## src/rtl/regfile_pkg.sv

```systemverilog
// Shared types and constants for the parametrised register file.
package regfile_pkg;

  typedef enum logic {
    ST_IDLE  = 1'b0,
    ST_CLEAR = 1'b1
  } rf_state_e;

  localparam int DEF_DATA_W = 32;
  localparam int DEF_ADDR_W = 5;

  localparam int MIPS_ZERO = 0;
  localparam int MIPS_RA   = 31;

endpackage

```

## src/rtl/regfile_rdport.sv

```systemverilog
// One combinational read port: busy blanking, hardwired zero, write bypass, array data.
module regfile_rdport
  import regfile_pkg::*;
#(
  parameter int DATA_W   = DEF_DATA_W,
  parameter int ADDR_W   = DEF_ADDR_W,
  parameter int ZERO_REG = 1,
  parameter int BYPASS   = 1
) (
  input  logic              i_busy,
  input  logic [ADDR_W-1:0] i_raddr,
  input  logic              i_we,
  input  logic [ADDR_W-1:0] i_waddr,
  input  logic [DATA_W-1:0] i_wdata,
  input  logic [DATA_W-1:0] i_mem_rdata,
  output logic [DATA_W-1:0] o_rdata
);

  always_comb begin
    o_rdata = i_mem_rdata;
    if (i_busy) begin
      o_rdata = '0;
    end else if ((ZERO_REG != 0) && (i_raddr == ADDR_W'(MIPS_ZERO))) begin
      o_rdata = '0;
    end else if ((BYPASS != 0) && i_we && (i_raddr == i_waddr)) begin
      o_rdata = i_wdata;
    end
  end

endmodule

```

## src/rtl/regfile_param.sv

```systemverilog
// Parametrised GPR file with clear sweep after reset or on request.
// state    | meaning
// ST_IDLE  | normal read/write
// ST_CLEAR | zeroing mem[cnt_q] each edge, writes rejected
module regfile_param
  import regfile_pkg::*;
#(
  parameter int DATA_W   = DEF_DATA_W,
  parameter int ADDR_W   = DEF_ADDR_W,
  parameter int NREAD    = 2,
  parameter int ZERO_REG = 1,
  parameter int BYPASS   = 1
) (
  input  logic                    i_clk,
  input  logic                    i_rst,
  input  logic [NREAD*ADDR_W-1:0] i_raddr,
  output logic [NREAD*DATA_W-1:0] o_rdata,
  input  logic [ADDR_W-1:0]       i_waddr,
  input  logic [DATA_W-1:0]       i_wdata,
  input  logic                    i_we,
  input  logic                    i_clr,
  output logic                    o_busy,
  output logic                    o_wr_err
);

  localparam int DEPTH = 1 << ADDR_W;

  rf_state_e         state_q;
  logic [ADDR_W-1:0] cnt_q;
  logic              wr_err_q;
  logic [DATA_W-1:0] mem_q [DEPTH];

  logic              mem_we_d;
  logic [ADDR_W-1:0] mem_waddr_d;
  logic [DATA_W-1:0] mem_wdata_d;
  logic              busy;

  // Reset counts as busy so reads are blanked before the first edge too.
  assign busy     = i_rst || (state_q == ST_CLEAR);
  assign o_busy   = busy;
  assign o_wr_err = wr_err_q;

  always_comb begin
    mem_we_d    = 1'b0;
    mem_waddr_d = i_waddr;
    mem_wdata_d = i_wdata;
    if (i_rst) begin
      mem_we_d    = 1'b1;
      mem_waddr_d = '0;
      mem_wdata_d = '0;
    end else if (state_q == ST_CLEAR) begin
      mem_we_d    = 1'b1;
      mem_waddr_d = cnt_q;
      mem_wdata_d = '0;
    end else if (i_we && !i_clr &&
                 !((ZERO_REG != 0) && (i_waddr == ADDR_W'(MIPS_ZERO)))) begin
      mem_we_d = 1'b1;
    end
  end

  always_ff @(posedge i_clk) begin
    if (mem_we_d) begin
      mem_q[mem_waddr_d] <= mem_wdata_d;
    end
  end

  always_ff @(posedge i_clk) begin
    if (i_rst) begin
      state_q  <= ST_CLEAR;
      cnt_q    <= '0;
      wr_err_q <= i_we;
    end else begin
      case (state_q)
        ST_IDLE: begin
          // A clear request wins over a same-edge write.
          wr_err_q <= i_we && i_clr;
          if (i_clr) begin
            state_q <= ST_CLEAR;
            cnt_q   <= '0;
          end
        end
        ST_CLEAR: begin
          wr_err_q <= i_we;
          cnt_q    <= cnt_q + ADDR_W'(1);
          if (cnt_q == ADDR_W'(DEPTH - 1)) begin
            state_q <= ST_IDLE;
          end
        end
        default: begin
          state_q  <= ST_CLEAR;
          cnt_q    <= '0;
          wr_err_q <= 1'b0;
        end
      endcase
    end
  end

  for (genvar k = 0; k < NREAD; k++) begin : g_rd
    logic [ADDR_W-1:0] raddr;
    logic [DATA_W-1:0] mem_rdata;

    assign raddr     = i_raddr[k*ADDR_W +: ADDR_W];
    assign mem_rdata = mem_q[raddr];

    regfile_rdport #(
      .DATA_W   (DATA_W),
      .ADDR_W   (ADDR_W),
      .ZERO_REG (ZERO_REG),
      .BYPASS   (BYPASS)
    ) u_rdport (
      .i_busy      (busy),
      .i_raddr     (raddr),
      .i_we        (i_we),
      .i_waddr     (i_waddr),
      .i_wdata     (i_wdata),
      .i_mem_rdata (mem_rdata),
      .o_rdata     (o_rdata[k*DATA_W +: DATA_W])
    );
  end

endmodule

```

## config.mk

```make
export PLATFORM = sky130hd
export DESIGN_NAME = regfile_param
export DESIGN_NICKNAME = d
export VERILOG_FILES = /design/src/rtl/regfile_pkg.sv /design/src/rtl/regfile_rdport.sv /design/src/rtl/regfile_param.sv
export SDC_FILE = /design/constraint.sdc
export NUM_CORES = 1
export LEC_CHECK = 0
export CORE_MARGIN = 2
export CORE_UTILIZATION = 40
export DETAILED_ROUTE_END_ITERATION = 10
export PLACE_DENSITY_LB_ADDON = 0.15
export SYNTH_ARGS = -nofsm -noshare
export SYNTH_HDL_FRONTEND = slang
export SYNTH_SLANG_ARGS = --single-unit
```

## constraint.sdc

```tcl
create_clock -name i_clk -period 2.95 [get_ports i_clk]
set_input_delay 0.295 -clock i_clk [delete_from_list [all_inputs] [get_ports i_clk]]
set_output_delay 0.295 -clock i_clk [all_outputs]
set_load 0.005 [all_outputs]
```

-- Word level (Yosys, flattened, before mapping)
Memories as Yosys holds them, arrays and structs flattened.
Index checks and enable logic that the tools add are counted.
- register bits: 7
- latch bits: 0
- bits in writable memories: 1024
- ROM bits: 0
- input port bits: 51
- output and inout bits: 66
- memories kept: 1
- add/subtract/negate cells: 1
- multipliers: 0
- divide/modulo/power cells: 0
- order comparisons: 0
- eq/ne operators: 4
- shifts and indexed selects: 0
- multiplexer cells: 22
- bitwise gates (word level): 1
- reductions and logical operators: 11
- memories (name ; words ; width ; rd ports ; clocked after memory_dff ; write ports ; RTL line ; RTL):
    mem_q ; 32 ; 32 ; 2 ; 0 ; 1 ; regfile_param.sv:31 ; logic [DATA_W-1:0] mem_q [DEPTH];
- operators with widths (kind ; count):
    $mux W32 ; 8
    $logic_not A5 Y1 ; 3
    $mux W5 ; 3
    $eq A5 B5 Y1 ; 2
    $pmux W5 S2 ; 1
    $mux W1 ; 8
    $add A5 B1 Y5 const B ; 1
    $eq A5 B5 Y1 const B ; 1
    $logic_and A1 B1 Y1 ; 5
    $pmux W1 S2 ; 2
    $logic_not A1 Y1 ; 2
    $ne A2 B2 Y1 const B ; 1
    $logic_or A1 B1 Y1 ; 1
    $not A1 Y1 ; 1

-- Depth between registers and ports, before layout
- depth after elaboration: 8
- gate-level depth with buffers: 9
- mapped depth without buffers: 6

-- Modules after synthesis
Synthesis repeated with hierarchy kept, for this count alone.
- cells, all modules: 3728
- area, all modules: 50696.1 µm²
- by module, submodules not included (module ; times used ; cells each ; area each (µm²)):
    regfile_param ; 1 ; 3482 ; 49404.9
    regfile_rdport ; 2 ; 123 ; 645.6

-- Least setup slack after synthesis
Ideal clock, no wire load.
- path type: register -> register
- start point: register state_q
- end point: memory mem_q[0][0] (netlist name) (enable)
- library setup time: 421 ps
- data arrival time: 2603 ps
- setup slack: -74 ps
- cell stages (with the launch flop): 6
- buffers on the path: 2
- cells stage by stage: dfxtp_1 > clkbuf_1 > clkbuf_1 > a311oi_1 > or2_2 > nor2_1
- word-level cells in the longest chain between the ends: 4
- ends and longest elaborated chain (what ; RTL line ; RTL):
    start: declaration ; regfile_param.sv:28 ; rf_state_e state_q;
    start signal: assignment ; regfile_param.sv:69 ; state_q <= ST_CLEAR;
    start signal: assignment ; regfile_param.sv:78 ; state_q <= ST_CLEAR;
    start signal: assignment ; regfile_param.sv:86 ; state_q <= ST_IDLE;
    $mux W1 ; regfile_param.sv:51 ; end else if (state_q == ST_CLEAR) begin
    $mux W1 ; regfile_param.sv:47 ; if (i_rst) begin
    $mux W1 ; regfile_param.sv:62 ; if (mem_we_d) begin
    $mux W1 (not written as such) ; regfile_param.sv:63 ; mem_q[mem_waddr_d] <= mem_wdata_d;
    end: declaration ; regfile_param.sv:31 ;
Several ways; a longest one is shown, not always the timed one.

==> summary.txt <==
Status
  • Outcome: complete, no violations

Critical path
  • Worst EP arrival: 2.60 ns
  • Max stage delay on crit path: 0.48 ns
  • Setup CP Type: flip-flop to output pin
  • Startpoint types: flip-flop
  • Reg2Reg Capture Point: mem_q[3][28]
  • Delay-heaviest family, CP: compound AO/OA/AOI/OAI gates
  • CP bufs+invs: 2
  • CP Max Fanout: 2
  • Worst path cell trace: mux4_2, a21boi_1, a21oi_1, o21ai_1, buf_4, o211ai_1, buf_2
  • FF-to-FF setup slack: 0.22 ns
  • Worst path required time: 2.65 ns
  • Slowest-stage cell, CP: mux4_2
  • Reg-to-reg startpoint: state_q
  • R2R cell count: 6
  • Critical Path Sink Type: output pin

Timing
  • Max transition margin: 0.2598
  • Worst-Margin Slew: 1.110 ns
  • Number of failing hold endpoints at the final stage: 0
  • Final period demand of the worst path: 2.899 ns
  • Final period util: 0.9827
  • TNS Setup: 0 ns
  • Final Slew Violations: 0
  • F_max: 344.9 MHz
  • Final-report setup violation count: 0
  • Max Clock Skew: 0.02103 ns
  • Unrepaired setup endpoints after global routing: true

Pwr
  • Cell Pwr Density: 553.7 nW/µm²
  • P_leak: 0.02171 µW
  • Switching Fraction: 0.2243
  • Internal: 26190 µW
  • NetSw: 7571 µW
  • Total Power: 33760 µW
  • Combinational power share: 0.092
  • Maximum VDD drop: 0.0004778 V
  • Reg power frac: 0.474
  • Clock power frac: 0.433

Route
  • Routed wire length: 173000 µm
  • Initial DRC Count: 3887
  • DR pass1 iterations: 5
  • Drt drc: 0
  • Wire per inst: 34.59 µm
  • Vias per cell: 6.333
  • Antenna Nets Post-Route: 0
  • Routed vias: 31670

Floorplan
  • Die Wd: 353.7 µm
  • Initial Util: 0.4023
  • Die H: 353.7 µm
  • Core Rows: 128
  • Die Area: 125100 µm²
  • Core ar.: 121600 µm²
  • Io pins: 117

Layout
  • Filler cell count: 9969
  • Layout cell share with drive strength beyond 1: 0.3600
  • Layout Nets: 3335
  • Final core occ: 0.5016
  • Footprint of the multi-input gates: 18140 µm²
  • Register area: 30890 µm²
  • # diodes: 0
  • Syn-to-layout area delta: 24.69%

Yosys
  • Most common cell in the netlist: edfxtp_1
  • YS warnings: 0
  • Primary FF master, synth: edfxtp_1
  • Post-synth EDFFs: 1024
  • Synth Register Bits: 1031
  • Cells after Synth: 2832
  • Synth Cell Area: 48900 µm²
  • Post-synth top area share: 0.6288
  • Post-synth top cells: 1024 x edfxtp_1, 371 x mux4_2, 296 x mux2i_1
  • Seq/Total Area, Yosys: 0.6316
  • Synth area leader: edfxtp_1
  • Syn_area_per_cell: 17.27 µm²
  • Netlist cell types: 55
  • Most area-consuming cells after synthesis: edfxtp_1 63%, mux4_2 17%, mux2i_1 6.1%, a22oi_1 1.3%, a221oi_1 1.3%
  • Async S/R FF share, synth: 0
  • Post-Synthesis Net Count: 2885

Global routing
  • Initial antenna violation count: 2
  • Largest net degree at the start of global routing: 43
  • Grt ovf: 0
  • Tot GR Track Use: 0.2742
  • Vias in the first global route: 32300
  • First-pass GRT wire length: 244200 µm

Clock tree
  • Clock slew at reported path FFs: 0.06 ns
  • Clock buffer count from CTS: 112
  • Htree depth: 3
  • Worst skew pair latency: 0.71 ns
  • Clk sinks: 1031
  • CTS tree: yes
  • Root buffer cell: clkbuf_16
  • Hold_buf cts: 0
  • Deepest clock path buffer count: 3

Hold path
  • Min-delay src: i_we
  • Hold path depth: 2
  • Worst hold path type: input pin to flip-flop
  • Worst Hold End: o_wr_err

Run
  • Max-Cap Viols: 0

Placed design
  • RePlAce Congestion: 0.9288
  • Buffers on Ports: 116
  • HPWL after DPL: 114300 µm
-- placed cells by master, fill, tap and decap left out, types with 45 or more instances in the layout --
cell type	instances
a22oi_1	45
edfxtp_1	1024
buf_4	320
clkbuf_16	115
mux4_2	371
nand2_1	79
nor2_1	106
mux2i_1	295
buf_12	129
a221oi_1	52
o22ai_1	78
a21oi_1	53
-- cell type report --
type                    instances  area share
clock buffers                 130     0.04812
clock inverters                77     0.01445
inverters                      13   0.0008413
flip-flops and latches       1031      0.5066
repair buffers                566     0.09921
multi-input cells            1558      0.2974
well taps                    1625     0.03334
-- cell families (layout without fill, tap and decap cells) --
| group | after synthesis | count (layout) | synth area share |
|---|---|---|---|
| xor gates and xnor gates | 11 | 11 | 0.001970 |
| and+or+nand+nor | 354 | 354 | 0.03208 |
| AOI/OAI and AO/OA | 521 | 521 | 0.07842 |
| buffers and inverters | 243 | 786 | 0.02326 |
| adders and majority gates | 2 | 2 | 0.0005116 |
| muxes | 670 | 670 | 0.2321 |
| DFF | 1031 | 1031 | 0.6316 |
-- power groups by stage --
stage          Clock (µW)  Sequential, µW  Combinational (µW)
2_1_floorplan           0           16300                1540
3_3_place_gp            0           16300                2910
3_5_place_dp            0           16300                2910
4_1_cts             14800           16000                3060
5_1_grt             15400           16000                3230
6_report            14600           16000                3110
-- worst max path at each step --
stage / from / to / slack (ns) / cells after the start
floorplan: state_q / mem_q[0][0] / -0.07 / 5
global placement: i_raddr[0] / o_rdata[9] / -0.45 / 9
detailed placement: i_raddr[0] / o_rdata[9] / -0.44 / 9
CTS: mem_q[23][15] / o_rdata[15] / -0.15 / 6
global route: mem_q[19][14] / o_rdata[14] / -0.01 / 6
finish: mem_q[23][16] / o_rdata[48] / 0.05 / 7
-- state kept, by name, summed over array words and instances, names as in the netlist --
name	cells
cnt_q	5
mem_q	1024
o_wr_err	1
state_q	1
-- per-layer routing --
| layer | part of all wire | vias to the layer above | GRT usage | wire [µm] |
|---|---|---|---|---|
| li1 | - | 12860 | - | - |
| met4 | 0.035 | 0 | 0.08706 | 6101 |
| met1 | 0.41 | 16780 | 0.3825 | 70590 |
| met5 | 0 | - | 0 | 0 |
| met2 | 0.46 | 1681 | 0.4260 | 79040 |
| met3 | 0.10 | 339 | 0.06541 | 17230 |
-- what timing repair did --
action                                  in CTS  in global routing
setup buffers                               15                 10
gates resized for setup                    272                 84
pin swaps                                   88                 67
gates cloned                                 1                  0
endpoints found under the setup margin      63                 55
-- metrics by stage --
step	hold slack, ns	instances	cell area (µm²)	setup slack, ns
after floorplan	0.4127	2832	48910	-0.07405
after global placement	0.5040	4774	56190	-0.4533
after detailed placement	0.5403	4774	56190	-0.4396
after CTS	0.2397	4992	60690	-0.1452
after global routing	0.2765	5000	60980	-0.009959
final	0.2965	5000	60980	0.05098
No activity file was read; power rests on OpenSTA's default activity.
